**src/rtl/pipe_control_unit.sv**
```systemverilog
// Pipelined control unit. It decodes the instruction in ID and resolves
// branches and jumps there. The control word is registered into ID/EX.
// Mult/div occupy EX for several cycles under a busy counter. HALT is
// sticky until reset.
module pipe_control_unit #(
  parameter int OP_WIDTH      = 4,
  parameter int FUNC_WIDTH    = 4,
  parameter int ALU_OP_WIDTH  = 3,
  parameter int MULDIV_CYCLES = 4,
  parameter int CNT_WIDTH     = 3
) (
  input  logic                    clk,
  input  logic                    rst,
  input  logic                    instr_valid,
  input  logic [OP_WIDTH-1:0]     opcode,
  input  logic [FUNC_WIDTH-1:0]   funct_code,
  input  logic                    cmp_lt,
  input  logic                    cmp_gt,
  input  logic                    cmp_eq,
  input  logic                    load_use_hazard,
  output logic                    pc_src,
  output logic                    if_flush,
  output logic                    pc_stall,
  output logic                    ex_valid,
  output logic [1:0]              ex_byte_access,
  output logic [1:0]              ex_write_back,
  output logic                    ex_mem_write,
  output logic                    ex_mem_read,
  output logic [1:0]              ex_alu_src,
  output logic [ALU_OP_WIDTH-1:0] ex_alu_op,
  output logic                    ex_we1,
  output logic                    ex_we2,
  output logic                    ex_wd2,
  output logic                    muldiv_busy,
  output logic                    halted,
  output logic                    illegal_op
);

  typedef struct packed {
    logic                    valid;
    logic [1:0]              byte_access;
    logic [1:0]              write_back;
    logic                    mem_write;
    logic                    mem_read;
    logic [1:0]              alu_src;
    logic [ALU_OP_WIDTH-1:0] alu_op;
    logic                    we1;
    logic                    we2;
    logic                    wd2;
  } ctrl_t;

  typedef enum logic [1:0] {S_RUN, S_MD_WAIT, S_HALT} state_t;

  localparam logic [ALU_OP_WIDTH-1:0] A_AND = ALU_OP_WIDTH'(0);
  localparam logic [ALU_OP_WIDTH-1:0] A_OR  = ALU_OP_WIDTH'(1);
  localparam logic [ALU_OP_WIDTH-1:0] A_ADD = ALU_OP_WIDTH'(2);
  localparam logic [ALU_OP_WIDTH-1:0] A_SUB = ALU_OP_WIDTH'(3);
  localparam logic [ALU_OP_WIDTH-1:0] A_MUL = ALU_OP_WIDTH'(4);
  localparam logic [ALU_OP_WIDTH-1:0] A_DIV = ALU_OP_WIDTH'(5);

  state_t               state_q, state_d;
  logic [CNT_WIDTH-1:0] cnt_q, cnt_d;
  ctrl_t                ex_q, ex_d, dec;
  logic                 busy_q, busy_d, halted_q, halted_d, ill_q, ill_d;
  logic                 is_ill, is_br, br_taken, is_jmp, is_md, is_halt;

  // Combinational decode of the ID instruction into a control word
  always_comb begin
    dec      = '0;
    is_ill   = 1'b0;
    is_br    = 1'b0;
    br_taken = 1'b0;
    is_jmp   = 1'b0;
    is_md    = 1'b0;
    is_halt  = 1'b0;
    case (opcode)
      OP_WIDTH'(0): begin
        dec.valid      = 1'b1;
        dec.write_back = 2'b10;
        dec.we1        = 1'b1;
        case (funct_code)
          FUNC_WIDTH'(0):  dec.alu_op = A_ADD;
          FUNC_WIDTH'(1):  dec.alu_op = A_SUB;
          FUNC_WIDTH'(4):  begin dec.alu_op = A_MUL; is_md = 1'b1; end
          FUNC_WIDTH'(8):  begin dec.alu_op = A_DIV; is_md = 1'b1; end
          FUNC_WIDTH'(14): dec.alu_op = A_ADD;
          FUNC_WIDTH'(15): begin dec.alu_op = A_ADD; dec.we2 = 1'b1; dec.wd2 = 1'b1; end
          default: begin dec = '0; is_ill = 1'b1; end
        endcase
      end
      OP_WIDTH'(1), OP_WIDTH'(2): begin
        dec.valid      = 1'b1;
        dec.write_back = 2'b10;
        dec.alu_src    = 2'b01;
        dec.alu_op     = (opcode == OP_WIDTH'(1)) ? A_AND : A_OR;
        dec.we1        = 1'b1;
      end
      OP_WIDTH'(8), OP_WIDTH'(10): begin
        dec.valid       = 1'b1;
        dec.byte_access = (opcode == OP_WIDTH'(8)) ? 2'b10 : 2'b00;
        dec.write_back  = (opcode == OP_WIDTH'(8)) ? 2'b00 : 2'b01;
        dec.mem_read    = 1'b1;
        dec.alu_src     = 2'b10;
        dec.alu_op      = A_ADD;
        dec.we1         = 1'b1;
      end
      OP_WIDTH'(9), OP_WIDTH'(11): begin
        dec.valid       = 1'b1;
        dec.byte_access = (opcode == OP_WIDTH'(9)) ? 2'b01 : 2'b00;
        dec.mem_write   = 1'b1;
        dec.alu_src     = 2'b10;
        dec.alu_op      = A_ADD;
      end
      OP_WIDTH'(4):  begin is_br = 1'b1; br_taken = cmp_lt; end
      OP_WIDTH'(5):  begin is_br = 1'b1; br_taken = cmp_gt; end
      OP_WIDTH'(6):  begin is_br = 1'b1; br_taken = cmp_eq; end
      OP_WIDTH'(12): is_jmp  = 1'b1;
      OP_WIDTH'(15): is_halt = 1'b1;
      default:       is_ill  = 1'b1;
    endcase
  end

  // Next state, ID/EX word and PC control; the priority order is HALT, then mult/div wait, then hazard, then decode
  always_comb begin
    state_d  = state_q;
    cnt_d    = cnt_q;
    ex_d     = '0;
    busy_d   = 1'b0;
    ill_d    = 1'b0;
    pc_src   = 1'b0;
    if_flush = 1'b0;
    pc_stall = 1'b0;
    case (state_q)
      S_RUN: begin
        if (load_use_hazard) begin
          pc_stall = 1'b1;
        end else if (instr_valid) begin
          if (is_halt) begin
            state_d = S_HALT;
          end else if (is_ill) begin
            ill_d = 1'b1;
          end else if (is_br || is_jmp) begin
            pc_src   = is_jmp | br_taken;
            if_flush = is_jmp | br_taken;
          end else begin
            ex_d = dec;
            if (is_md) begin
              busy_d = 1'b1;
              if (MULDIV_CYCLES > 1) begin
                // Results are written back only on the last EX cycle.
                ex_d.we1 = 1'b0;
                state_d  = S_MD_WAIT;
                cnt_d    = CNT_WIDTH'(MULDIV_CYCLES - 2);
              end
            end
          end
        end
      end
      S_MD_WAIT: begin
        pc_stall   = 1'b1;
        busy_d     = 1'b1;
        ex_d       = ex_q;
        ex_d.valid = 1'b0;
        ex_d.we1   = (cnt_q == '0);
        ex_d.we2   = 1'b0;
        ex_d.wd2   = 1'b0;
        if (cnt_q == '0) state_d = S_RUN;
        else             cnt_d   = cnt_q - 1'b1;
      end
      S_HALT:  pc_stall = 1'b1;
      default: state_d  = S_RUN;
    endcase
    halted_d = (state_d == S_HALT);
  end

  // State, counter and ID/EX pipeline registers
  always_ff @(posedge clk) begin
    if (rst) begin
      state_q  <= S_RUN;
      cnt_q    <= '0;
      ex_q     <= '0;
      busy_q   <= 1'b0;
      halted_q <= 1'b0;
      ill_q    <= 1'b0;
    end else begin
      state_q  <= state_d;
      cnt_q    <= cnt_d;
      ex_q     <= ex_d;
      busy_q   <= busy_d;
      halted_q <= halted_d;
      ill_q    <= ill_d;
    end
  end

  assign ex_valid       = ex_q.valid;
  assign ex_byte_access = ex_q.byte_access;
  assign ex_write_back  = ex_q.write_back;
  assign ex_mem_write   = ex_q.mem_write;
  assign ex_mem_read    = ex_q.mem_read;
  assign ex_alu_src     = ex_q.alu_src;
  assign ex_alu_op      = ex_q.alu_op;
  assign ex_we1         = ex_q.we1;
  assign ex_we2         = ex_q.we2;
  assign ex_wd2         = ex_q.wd2;
  assign muldiv_busy    = busy_q;
  assign halted         = halted_q;
  assign illegal_op     = ill_q;

endmodule

```
**config.mk**
```make
export PLATFORM = sky130hd
export DESIGN_NAME = pipe_control_unit
export DESIGN_NICKNAME = d
export VERILOG_FILES = /design/src/rtl/pipe_control_unit.sv
export SDC_FILE = /design/constraint.sdc
export NUM_CORES = 1
export LEC_CHECK = 0
export CAP_MARGIN = 15
export CORE_ASPECT_RATIO = 1.2
export CORE_MARGIN = 5
export CORE_UTILIZATION = 47
export DETAILED_ROUTE_END_ITERATION = 10
export PLACE_DENSITY_LB_ADDON = 0.15
export SYNTH_ARGS = -nofsm -noshare
export SYNTH_HDL_FRONTEND = slang
export SYNTH_SLANG_ARGS = --single-unit
```
**constraint.sdc**
```tcl
create_clock -name clk -period 2.8 [get_ports clk]
set_clock_uncertainty 0.1 [all_clocks]
set_input_delay 0.84 -clock clk [delete_from_list [all_inputs] [get_ports clk]]
set_output_delay 0.84 -clock clk [all_outputs]
set_load 0.005 [all_outputs]
```
### Yosys cells after proc, flatten, opt, wreduce, memory -nomap -nowiden

Cells that the tools add are included.

| storage, ports and cells | value |
|---|---|
| register bits | 23 |
| output and inout port bits | 21 |
| logic and storage cells | 128 |

| operators by class | value |
|---|---|
| $add $sub $neg | 1 |
| equality and inequality tests | 26 |
| muxes and demuxes | 63 |
| bitwise operators | 3 |
| reductions and logical operators | 20 |

Operators with widths:

| kind | number |
|---|---|
| 15-bit 2-to-1 mux | 5 |
| 4-bit equality test, second input constant | 9 |
| 15-bit case mux with 2 select lines | 1 |
| 1-bit 2-to-1 mux | 25 |
| 3-bit 2-to-1 mux | 7 |
| 2-bit 2-to-1 mux | 10 |
| 2-bit case mux with 3 select lines | 3 |
| 4-bit by 3-bit equality test with 1-bit output, second input constant | 4 |
| 5-bit case mux with 3 select lines | 1 |
| 2-bit inequality test, second input constant | 7 |
| 1-bit case mux with 2 select lines | 7 |
| 3-bit case mux with 4 select lines | 1 |
| 6-bit OR reduction | 2 |
| 11-bit OR reduction | 1 |
| 2-bit OR reduction | 5 |
| 9-bit 2-to-1 mux | 1 |
| 4-bit by 1-bit equality test with 1-bit output, second input constant | 2 |
| 4-bit zero test | 2 |
| 8-bit AND reduction | 1 |
| 4-bit OR reduction | 2 |
| 3-bit case mux with 2 select lines | 1 |
| 3-bit OR reduction | 2 |
| 5-bit OR reduction | 1 |
| 2-bit equality test, second input constant | 2 |
| other kinds (10) | 11 |

### Logic depth before layout (Yosys ltp)

Gate-level depths: netlist of the first run.

| depth | value |
|---|---|
| word-level depth | 12 |
| gate-level depth with buffers | 6 |
| gate-level depth less buffers | 6 |

### Worst setup path before layout of the first run

Ideal clock, no wire load.

| timing | value |
|---|---|
| kind | input port to output port |
| start point | in opcode[1] |
| end point | out pc_src |
| arrival | 1.884 ns |
| required time | 1.860 ns |
| setup slack | -0.024 ns |
| stages | 6 |
| path through | buf_2 and2b_1 a22oi_1 o21a_1 nor3_1 buf_4 |

| on the way | value |
|---|---|
| cells in the longest elaborated chain, start to end | 10 |

Ends and longest elaborated chain:

| what | line | source |
|---|---|---|
| start, declared | 15 | `input logic [OP_WIDTH-1:0] opcode,` |
| 4-bit by 3-bit equality test with 1-bit output | 76 | `case (opcode)` |
| 3-bit OR reduction (no line) | -- |  |
| 1-bit 2-to-1 mux | 76 |  |
| 1-bit logical OR | 142 | `end else if (is_br \|\| is_jmp) begin` |
| 1-bit 2-to-1 mux (2 in series) | -- |  |
| 1-bit 2-to-1 mux (*) (4 in series) | -- |  |
| end, declared | 21 | `output logic pc_src,` |

Every way passes the cells marked *; elsewhere a longest branch is shown, timed or not.

### Worst setup path after layout of the first run

| timing | value |
|---|---|
| start point | in opcode[1] |
| end point | out if_flush |

| on the way | value |
|---|---|
| cells in the longest elaborated chain, start to end | 10 |

Ends and longest elaborated chain:

| what | line | source |
|---|---|---|
| 4-bit by 3-bit equality test with 1-bit output | 76 |  |
| 3-bit OR reduction (no line) | -- |  |
| 1-bit 2-to-1 mux | 76 |  |
| 1-bit logical OR | 142 |  |
| 1-bit 2-to-1 mux | 142 |  |
| 1-bit 2-to-1 mux | 140 | `end else if (is_ill) begin` |
| 1-bit 2-to-1 mux (*) | 138 | `if (is_halt) begin` |
| 1-bit 2-to-1 mux (*) | 137 | `end else if (instr_valid) begin` |
| 1-bit 2-to-1 mux (*) | 135 | `if (load_use_hazard) begin` |
| 1-bit 2-to-1 mux (*) | 133 | `case (state_q)` |
| end, declared | 22 | `output logic if_flush,` |

Marks and branches as above.

==> flow_metrics.env, run 1 <==
export IMPL_status="finished clean"
export IMPL_routedWlPerCell_um=15.5
export IMPL_cts_max_level=1
export IMPL_cts_sinks=22
export IMPL_synthXorXnorAreaFrac_pct=1.39
export IMPL_drive_gt1_share_pct=17.5
export IMPL_dp_cells=221
export IMPL_drtAntennaViolNets=0
export IMPL_overflow=0
export IMPL_remaining_drc_errors=0
export IMPL_ys_flop_type="dfxtp_1"
export IMPL_holdBufCountCts=0
export IMPL_crit_path_start_kind="primary input"
export IMPL_antenna_found_initial=0
export IMPL_postPlaceCellArea_um2=1700
export IMPL_drt_iter0_drc=44
export IMPL_worst_pin_slew_ns=0.699
export IMPL_synth_edf_count=0
export IMPL_routed_wl_um=3510
export IMPL_yosys_area_share_simple_pct=28.9
export IMPL_final_common_cell="clkdlybuf4s50_1"
export IMPL_rsz0062_at_grt="true"
export IMPL_crit_end="if_flush"
export IMPL_num_rows=20
export IMPL_fin_crit_sh_pct=96.5
export IMPL_most_common_layout_cells="clkdlybuf4s50_1 (24), dfxtp_1 (22), nand2_1 (17)"
export IMPL_die_w_um=57.2
export IMPL_grt_pass1_wl_um=5920
export IMPL_cts_tree="done"
export IMPL_core_area_um2=2550
export IMPL_r2r_end="cnt_q[2]"
export IMPL_yosysWarnings=0
export IMPL_grt_total_usage_pct=19.9
export IMPL_cp_end_kind="output port"
export IMPL_port_buffers=35
export IMPL_final_core_util_pct=69.1
export IMPL_synthCells=150
export IMPL_drv_cap=0
export IMPL_dr_total_vias=1303
export IMPL_syn_to_final_growth_pct=40.2
export IMPL_synth_yosys_seq_area_share_pct=35.0
export IMPL_synth_area_per_cell_um2=8.39
export IMPL_power_mw=0.717
export IMPL_syn_nets=171
export IMPL_slowest_delay_ns=0.21
export IMPL_die_y_um=66.7
export IMPL_cp_num_cells=6
export IMPL_final_cells=227
export IMPL_clk_latency_ns=0.33
export IMPL_place_congestion=0.833
export IMPL_hold_violations=0
export IMPL_ys_types=44
export IMPL_worst_ep_required_time_ns=1.86
export IMPL_setup_viol_count_final=0
export IMPL_final_max_slew_viol_count=0
export IMPL_critical_path_top_delay_family="simple AND/OR/NAND/NOR gates"
export IMPL_synth_top_family_by_area="simple AND/OR/NAND/NOR gates"
export IMPL_ir_worst_vdd_v=0.000269
export IMPL_hold_path_class="register to register"
export IMPL_grt_pass1_vias=1345
export IMPL_r2r_start="state_q[0]"
export IMPL_crit_slowest_cell="and2b_1"
export IMPL_synthArstFlopShare_pct=0
export IMPL_cts_inserted_buffers=3
export IMPL_grt_max_degree=22
export IMPL_p_leak_nw=0.688
export IMPL_cts_buffer_depth=2
export IMPL_fin_crit_ns=2.70
export IMPL_start_util_pct=49.3
export IMPL_relSlewSlack_pct=53.4
export IMPL_arrival_ns=1.76
export IMPL_fmax_ghz=0.370
export IMPL_p_per_area_nw_per_um2=406
export IMPL_synthMuxAreaShare_pct=1.59
export IMPL_final_cell_area_um2=1760
export IMPL_synth_cell_area_um2=1260
export IMPL_r2r_cells=8
export IMPL_clk_pin_slew_worst_paths_ns=0.13
export IMPL_path_buf_inv=2
export IMPL_viasPerCell=5.74
export IMPL_io_pins=36
export IMPL_die_area_um2=3820
export IMPL_cp_startpoint="opcode[1]"
export IMPL_critPathMaxFanout=3
export IMPL_crit_chain="buf_6, and2b_1, a22oi_2, o21a_1, nor3_2, buf_2"
export IMPL_holdPathStages=2
export IMPL_synth_seq_cells=22
export IMPL_path_class="primary input to output port"
export IMPL_regToRegSetupSlack_ns=0.61
export IMPL_dp_hpwl_um=2720
export IMPL_synth_compound_area_share_pct=19.5
export IMPL_n_antenna_cell=0
export IMPL_nNetsFinal=216
export IMPL_n_fill_cell=233
export IMPL_clock_root_buffer="clkbuf_4"
export IMPL_hold_worst_slack_ns=0.375
export IMPL_dr_pass1_iters=4
export IMPL_synthAdderAreaFrac_pct=6.76
## routing by layer
metal / GRT usage [%] / vias to the layer above / wire [µm]
li1: - / 633 / -
met1: 20.6 / 606 / 1370
met2: 36.1 / 49 / 1800
met3: 4.07 / 15 / 204
met4: 12.8 / 0 / 139
met5: 0 / - / 0
## worst min path at each step
| stage | end | startpoint | slack, ns |
|---|---|---|---|
| CTS | ex_alu_op[1] | ex_alu_op[1] | 0.37 |
| global placement | cnt_q[0] | cnt_q[0] | 0.35 |
| finish | ex_write_back[1] | ex_write_back[1] | 0.38 |
| global route | ex_alu_src[0] | ex_alu_src[0] | 0.39 |
| detailed placement | ex_alu_op[0] | ex_alu_op[0] | 0.35 |
| floorplan | cnt_q[0] | cnt_q[0] | 0.33 |
## sequential cells by signal, indices dropped and copies added, names as in the netlist, 2 cells and up
signal and count:
ex_byte_access 2, ex_alu_op 3, state_q 2, ex_write_back 2, ex_alu_src 2, cnt_q 3
## power breakdown
part,internal (mW),leakage [nW],switching [mW]
Sequential,0.320,0.178,0.00355
Combinational,0.0681,0.482,0.0693
Clock,0.145,0.0279,0.111
## layout make-up
type                       instances  area (µm²)  area share [%]
clock inverter                     1        30.0            1.70
sequential                        22         440            25.0
multi-input combinational        110         744            42.2
tap                               33        41.3            2.34
inverter                           7        26.3            1.49
clock buffer                       3        22.5            1.28
timing repair buffer              51         459            26.0
## cells by family after synthesis
kind of cell             after synthesis
AND/OR/NAND/NOR                       63
XOR/XNOR                               2
multiplexers                           2
buffers and inverters                 18
flip-flops                            22
AO/OA/AOI/OAI                         36
adder cells (fa/ha/maj)                7
## Yosys cell counts, drive strengths merged, types with 2 or more instances
cell | count | area (µm²)
a21oi | 14 | 70.1
a22oi | 3 | 22.5
a41oi | 2 | 17.5
buf | 5 | 36.3
clkbuf | 6 | 23.8
dfxtp | 22 | 440
ha | 6 | 75.1
inv | 7 | 26.3
mux2i | 2 | 20.0
nand2 | 18 | 67.6
nand2b | 4 | 25.0
nand3 | 5 | 25.0
nand3b | 2 | 15.0
nand4 | 6 | 37.5
nor2 | 8 | 32.5
nor2b | 2 | 12.5
nor3 | 6 | 30.0
nor4 | 4 | 40.0
o211ai | 4 | 35.0
o21a | 4 | 30.0
o21ai | 3 | 15.0
## worst register-to-register path: stages (launching register included)
cell      delay [ns]
dfxtp_1         0.37
inv_1           0.11
ha_1            0.28
nand3b_1        0.19
buf_4           0.18
buf_4           0.15
nand4b_2        0.31
a21oi_1         0.25
mux2i_1         0.20
## metrics by stage
stage | setup TNS (ns) | setup slack (ns)
after global placement | -1.54 | -0.654
after detailed placement | -1.69 | -0.726
after floorplan | 0 | 0.0427
after global routing | -0.00360 | -0.00360
final | 0 | 0.0980
after CTS | 0 | 0.0187
## what timing repair did
item                                    4_1_cts  5_1_grt
buffers inserted                              1        1
resized for setup                            19        8
pin swaps                                     3        4
endpoints found under the setup margin        3        2
(Power assumes the default switching activity.)
==> run 2: changes to the inputs <==
--- a/config.mk
+++ b/config.mk
@@ -11,6 +11,7 @@
 export CORE_UTILIZATION = 47
 export DETAILED_ROUTE_END_ITERATION = 10
 export PLACE_DENSITY_LB_ADDON = 0.15
+export SKIP_CTS_REPAIR_TIMING = 1
 export SYNTH_ARGS = -nofsm -noshare
 export SYNTH_HDL_FRONTEND = slang
 export SYNTH_SLANG_ARGS = --single-unit
==> flow_metrics.env, run 2 (synthesis results as in run 1) <==
export IMPL_dp_hpwl_um=2720
export IMPL_grt_total_usage_pct=19.9
export IMPL_crit_path_start_kind="primary input"
export IMPL_overflow=0
export IMPL_dr_total_vias=1302
export IMPL_remaining_drc_errors=0
export IMPL_use_met2_pct=36.1
export IMPL_final_common_cell="clkdlybuf4s50_1"
export IMPL_arrival_ns=1.75
export IMPL_start_util_pct=49.3
export IMPL_critPathMaxFanout=2
export IMPL_dr_pass1_iters=4
export IMPL_io_pins=36
export IMPL_final_max_slew_viol_count=0
export IMPL_ir_worst_vdd_v=0.000270
export IMPL_dpl_worst_slack_ns=-0.726
export IMPL_met3_usage_pct=4.07
export IMPL_cp_end_kind="output port"
export IMPL_rsz0062_at_grt="false"
export IMPL_power_mw=0.717
export IMPL_worst_slack_ns=0.105
export IMPL_core_area_um2=2550
export IMPL_die_w_um=57.2
export IMPL_hold_violations=0
export IMPL_path_class="primary input to output port"
export IMPL_r2r_start="state_q[0]"
export IMPL_clock_root_buffer="clkbuf_4"
export IMPL_relSlewSlack_pct=52.9
export IMPL_status="finished clean"
export IMPL_multi_input_area_um2=747
export IMPL_setup_viol_count_final=0
export IMPL_cts_inserted_buffers=3
export IMPL_fmax_ghz=0.371
export IMPL_die_area_um2=3820
export IMPL_regArea_um2=440
export IMPL_r2r_end="cnt_q[2]"
export IMPL_cts_max_level=1
export IMPL_num_rows=20
export IMPL_regToRegSetupSlack_ns=0.73
export IMPL_grt_busiest_layer="met2"
export IMPL_routedWlPerCell_um=15.7
export IMPL_most_common_layout_cells="clkdlybuf4s50_1 (25), dfxtp_1 (22), nand2_1 (17)"
export IMPL_n_fill_cell=232
export IMPL_drt_iter0_drc=43
export IMPL_routed_wl_um=3540
export IMPL_p_per_area_nw_per_um2=406
export IMPL_clk_pin_slew_worst_paths_ns=0.13
export IMPL_die_y_um=66.7
export IMPL_hold_start="ex_write_back[0]"
export IMPL_cts_buffer_depth=2
export IMPL_clk_latency_ns=0.33
export IMPL_hold_end="ex_write_back[0]"
export IMPL_holdPathStages=2
export IMPL_drv_cap=0
export IMPL_port_buffers=35
export IMPL_grt_pass1_wl_um=5890
export IMPL_worst_pin_slew_ns=0.706
export IMPL_hold_path_class="register to register"
export IMPL_grt_util_met1_pct=20.4
export IMPL_fin_crit_ns=2.69
export IMPL_antenna_found_initial=0
export IMPL_drtAntennaViolNets=0
export IMPL_n_antenna_cell=0
export IMPL_final_core_util_pct=69.2
export IMPL_drive_gt1_share_pct=17.6
export IMPL_cts_sinks=22
export IMPL_place_congestion=0.833
export IMPL_nNetsFinal=215
export IMPL_fin_crit_sh_pct=96.2
export IMPL_grt_pass1_vias=1352
export IMPL_grt_max_degree=22
export IMPL_viasPerCell=5.76
export IMPL_r2r_cells=7
export IMPL_worst_ep_required_time_ns=1.86
export IMPL_p_leak_nw=0.711
export IMPL_syn_to_final_growth_pct=40.3
export IMPL_cts_tree="done"
==> run 2: cell type report <==
type / count / share of cell area (%)
clock inverter: 1 / 1.70
timing repair buffer: 50 / 25.9
clock buffer: 3 / 1.28
tap: 33 / 2.34
multi-input combinational: 110 / 42.3
inverter: 7 / 1.49
sequential: 22 / 24.9
==> run 2: power breakdown <==
part | internal, mW | switching, mW | total (mW) | leakage [nW]
sequential | 0.320 | 0.00359 | 0.323 | 0.178
clock | 0.145 | 0.111 | 0.256 | 0.0279
combinational | 0.0680 | 0.0691 | 0.137 | 0.506
==> run 2: critical path, cell delays in order <==
cell	delay, ns
clkdlybuf4s50_1	0.47
o21ai_1	0.06
o21a_1	0.11
nor3_2	0.13
buf_2	0.15
==> run 2: metal layers <==
| layer | up-vias | wire length (µm) |
|---|---|---|
| met2 | 44 | 1870 |
| met1 | 613 | 1400 |
| met3 | 11 | 157 |
| li1 | 634 | - |
| met5 | - | 0 |
| met4 | 0 | 107 |
==> run 2: worst max path at each step <==
stage	slack [ns]	from	to	depth (start not counted)
4_1_cts	-0.75	opcode[0]	if_flush	6
3_3_place_gp	-0.65	opcode[0]	if_flush	6
5_1_grt	0.02	cmp_lt	if_flush	5
6_report	0.11	cmp_lt	if_flush	5
3_5_place_dp	-0.73	opcode[0]	if_flush	6
2_1_floorplan	0.04	opcode[1]	pc_src	6
==> run 2: per-stage QoR <==
stage	cell area, µm²	hold slack, ns	setup TNS [ns]	std cells
global placement	1700	0.345	-1.54	221
finish	1770	0.376	0	226
floorplan	1260	0.335	0	150
CTS	1750	0.374	-1.72	225
global route	1770	0.392	0	226
detailed placement	1700	0.351	-1.69	221
==> run 3: changes to the inputs <==
--- a/config.mk
+++ b/config.mk
@@ -10,6 +10,7 @@
 export CORE_MARGIN = 5
 export CORE_UTILIZATION = 47
 export DETAILED_ROUTE_END_ITERATION = 10
+export MAX_ROUTING_LAYER = met4
 export PLACE_DENSITY_LB_ADDON = 0.15
 export SKIP_CTS_REPAIR_TIMING = 1
 export SYNTH_ARGS = -nofsm -noshare
==> flow_metrics.env, run 3 (synthesis results as in run 1) <==
export IMPL_critPathMaxFanout=2
export IMPL_clk_latency_ns=0.33
export IMPL_drt_iter0_drc=44
export IMPL_fmax_ghz=0.372
export IMPL_num_rows=20
export IMPL_relSlewSlack_pct=52.9
export IMPL_start_util_pct=49.3
export IMPL_r2r_cells=7
export IMPL_drive_gt1_share_pct=17.6
export IMPL_grt_max_degree=22
export IMPL_cts_buffer_depth=2
export IMPL_cts_inserted_buffers=3
export IMPL_viasPerCell=5.76
export IMPL_r2r_end="cnt_q[2]"
export IMPL_multi_input_area_um2=747
export IMPL_holdPathStages=2
export IMPL_drtAntennaViolNets=0
export IMPL_io_pins=36
export IMPL_hold_violations=0
export IMPL_regArea_um2=440
export IMPL_grt_total_usage_pct=20.4
export IMPL_cp_end_kind="output port"
export IMPL_cts_tree="done"
export IMPL_nNetsFinal=215
export IMPL_fin_crit_sh_pct=96.0
export IMPL_setup_viol_count_final=0
export IMPL_hold_worst_slack_ns=0.376
export IMPL_path_class="primary input to output port"
export IMPL_die_y_um=66.7
export IMPL_port_buffers=35
export IMPL_die_area_um2=3820
export IMPL_p_leak_nw=0.711
export IMPL_dr_total_vias=1302
export IMPL_fin_crit_ns=2.69
export IMPL_clock_root_buffer="clkbuf_4"
export IMPL_cts_max_level=1
export IMPL_core_area_um2=2550
export IMPL_place_congestion=0.846
export IMPL_n_fill_cell=232
export IMPL_arrival_ns=1.75
export IMPL_crit_path_start_kind="primary input"
export IMPL_status="finished clean"
export IMPL_most_common_layout_cells="clkdlybuf4s50_1 (25), dfxtp_1 (22), nand2_1 (17)"
export IMPL_regToRegSetupSlack_ns=0.73
export IMPL_antenna_found_initial=0
export IMPL_drv_cap=0
export IMPL_worst_ep_required_time_ns=1.86
export IMPL_hold_path_class="register to register"
export IMPL_grt_pass1_wl_um=5890
export IMPL_worst_pin_slew_ns=0.706
export IMPL_syn_to_final_growth_pct=40.3
export IMPL_hold_end="ex_write_back[0]"
export IMPL_clk_pin_slew_worst_paths_ns=0.14
export IMPL_p_per_area_nw_per_um2=406
export IMPL_rsz0062_at_grt="false"
export IMPL_final_common_cell="clkdlybuf4s50_1"
export IMPL_routed_wl_um=3540
export IMPL_cts_sinks=22
export IMPL_grt_pass1_vias=1352
export IMPL_remaining_drc_errors=0
export IMPL_ir_worst_vdd_v=0.000270
export IMPL_final_max_slew_viol_count=0
export IMPL_hold_start="ex_write_back[0]"
export IMPL_dr_pass1_iters=4
export IMPL_overflow=0
export IMPL_dp_cells=221
export IMPL_n_antenna_cell=0
export IMPL_routedWlPerCell_um=15.7
export IMPL_r2r_start="state_q[0]"
export IMPL_die_w_um=57.2
export IMPL_final_cells=226
export IMPL_dp_hpwl_um=2720
[run 3: routing by layer]
layer / global-route usage (%) / wire, µm
met5: - / 0
met4: 12.8 / 107
met3: 2.91 / 123
met2: 36.1 / 1870
met1: 21.1 / 1440
[run 3: cell type report]
| class | instances | share of cell area, % |
|---|---|---|
| clock inverter | 1 | 1.70 |
| clock buffer | 3 | 1.28 |
| sequential | 22 | 24.9 |
| multi-input combinational | 110 | 42.3 |
| inverter | 7 | 1.49 |
| tap | 33 | 2.34 |
| timing repair buffer | 50 | 25.9 |
[run 3: how the worst max path moves through the flow]
| stage | from | end | slack (ns) | cells after the start |
|---|---|---|---|---|
| finish | cmp_lt | if_flush | 0.11 | 5 |
| global route | cmp_lt | if_flush | 0.02 | 5 |
| CTS | opcode[0] | if_flush | -0.75 | 6 |
| detailed placement | opcode[0] | if_flush | -0.73 | 6 |
| global placement | opcode[0] | if_flush | -0.65 | 6 |
| floorplan | opcode[1] | pc_src | 0.04 | 6 |
[run 3: stage by stage]
step                      setup TNS (ns)  setup WS (ns)  total power [mW]  instance area [µm²]  util, %
after floorplan                        0         0.0427             0.397                 1260        -
after global placement             -1.54         -0.654             0.461                 1700     66.6
after detailed placement           -1.69         -0.726             0.467                 1700     66.6
after CTS                          -1.72         -0.746             0.719                 1750     68.7
after global routing                   0         0.0174             0.742                 1770     69.2
final                                  0          0.113             0.717                 1770     69.2
[run 3: report_power, final]
group          total [mW]  switching (mW)  internal (mW)
clock               0.256           0.111          0.145
combinational       0.137          0.0691         0.0680
sequential          0.323         0.00360          0.320
total               0.717           0.184          0.533
[run 3: worst max-delay path: stages]
cell and delay, ns:
clkdlybuf4s50_1 0.46, o21ai_1 0.06, o21a_1 0.11, nor3_2 0.13, buf_2 0.15
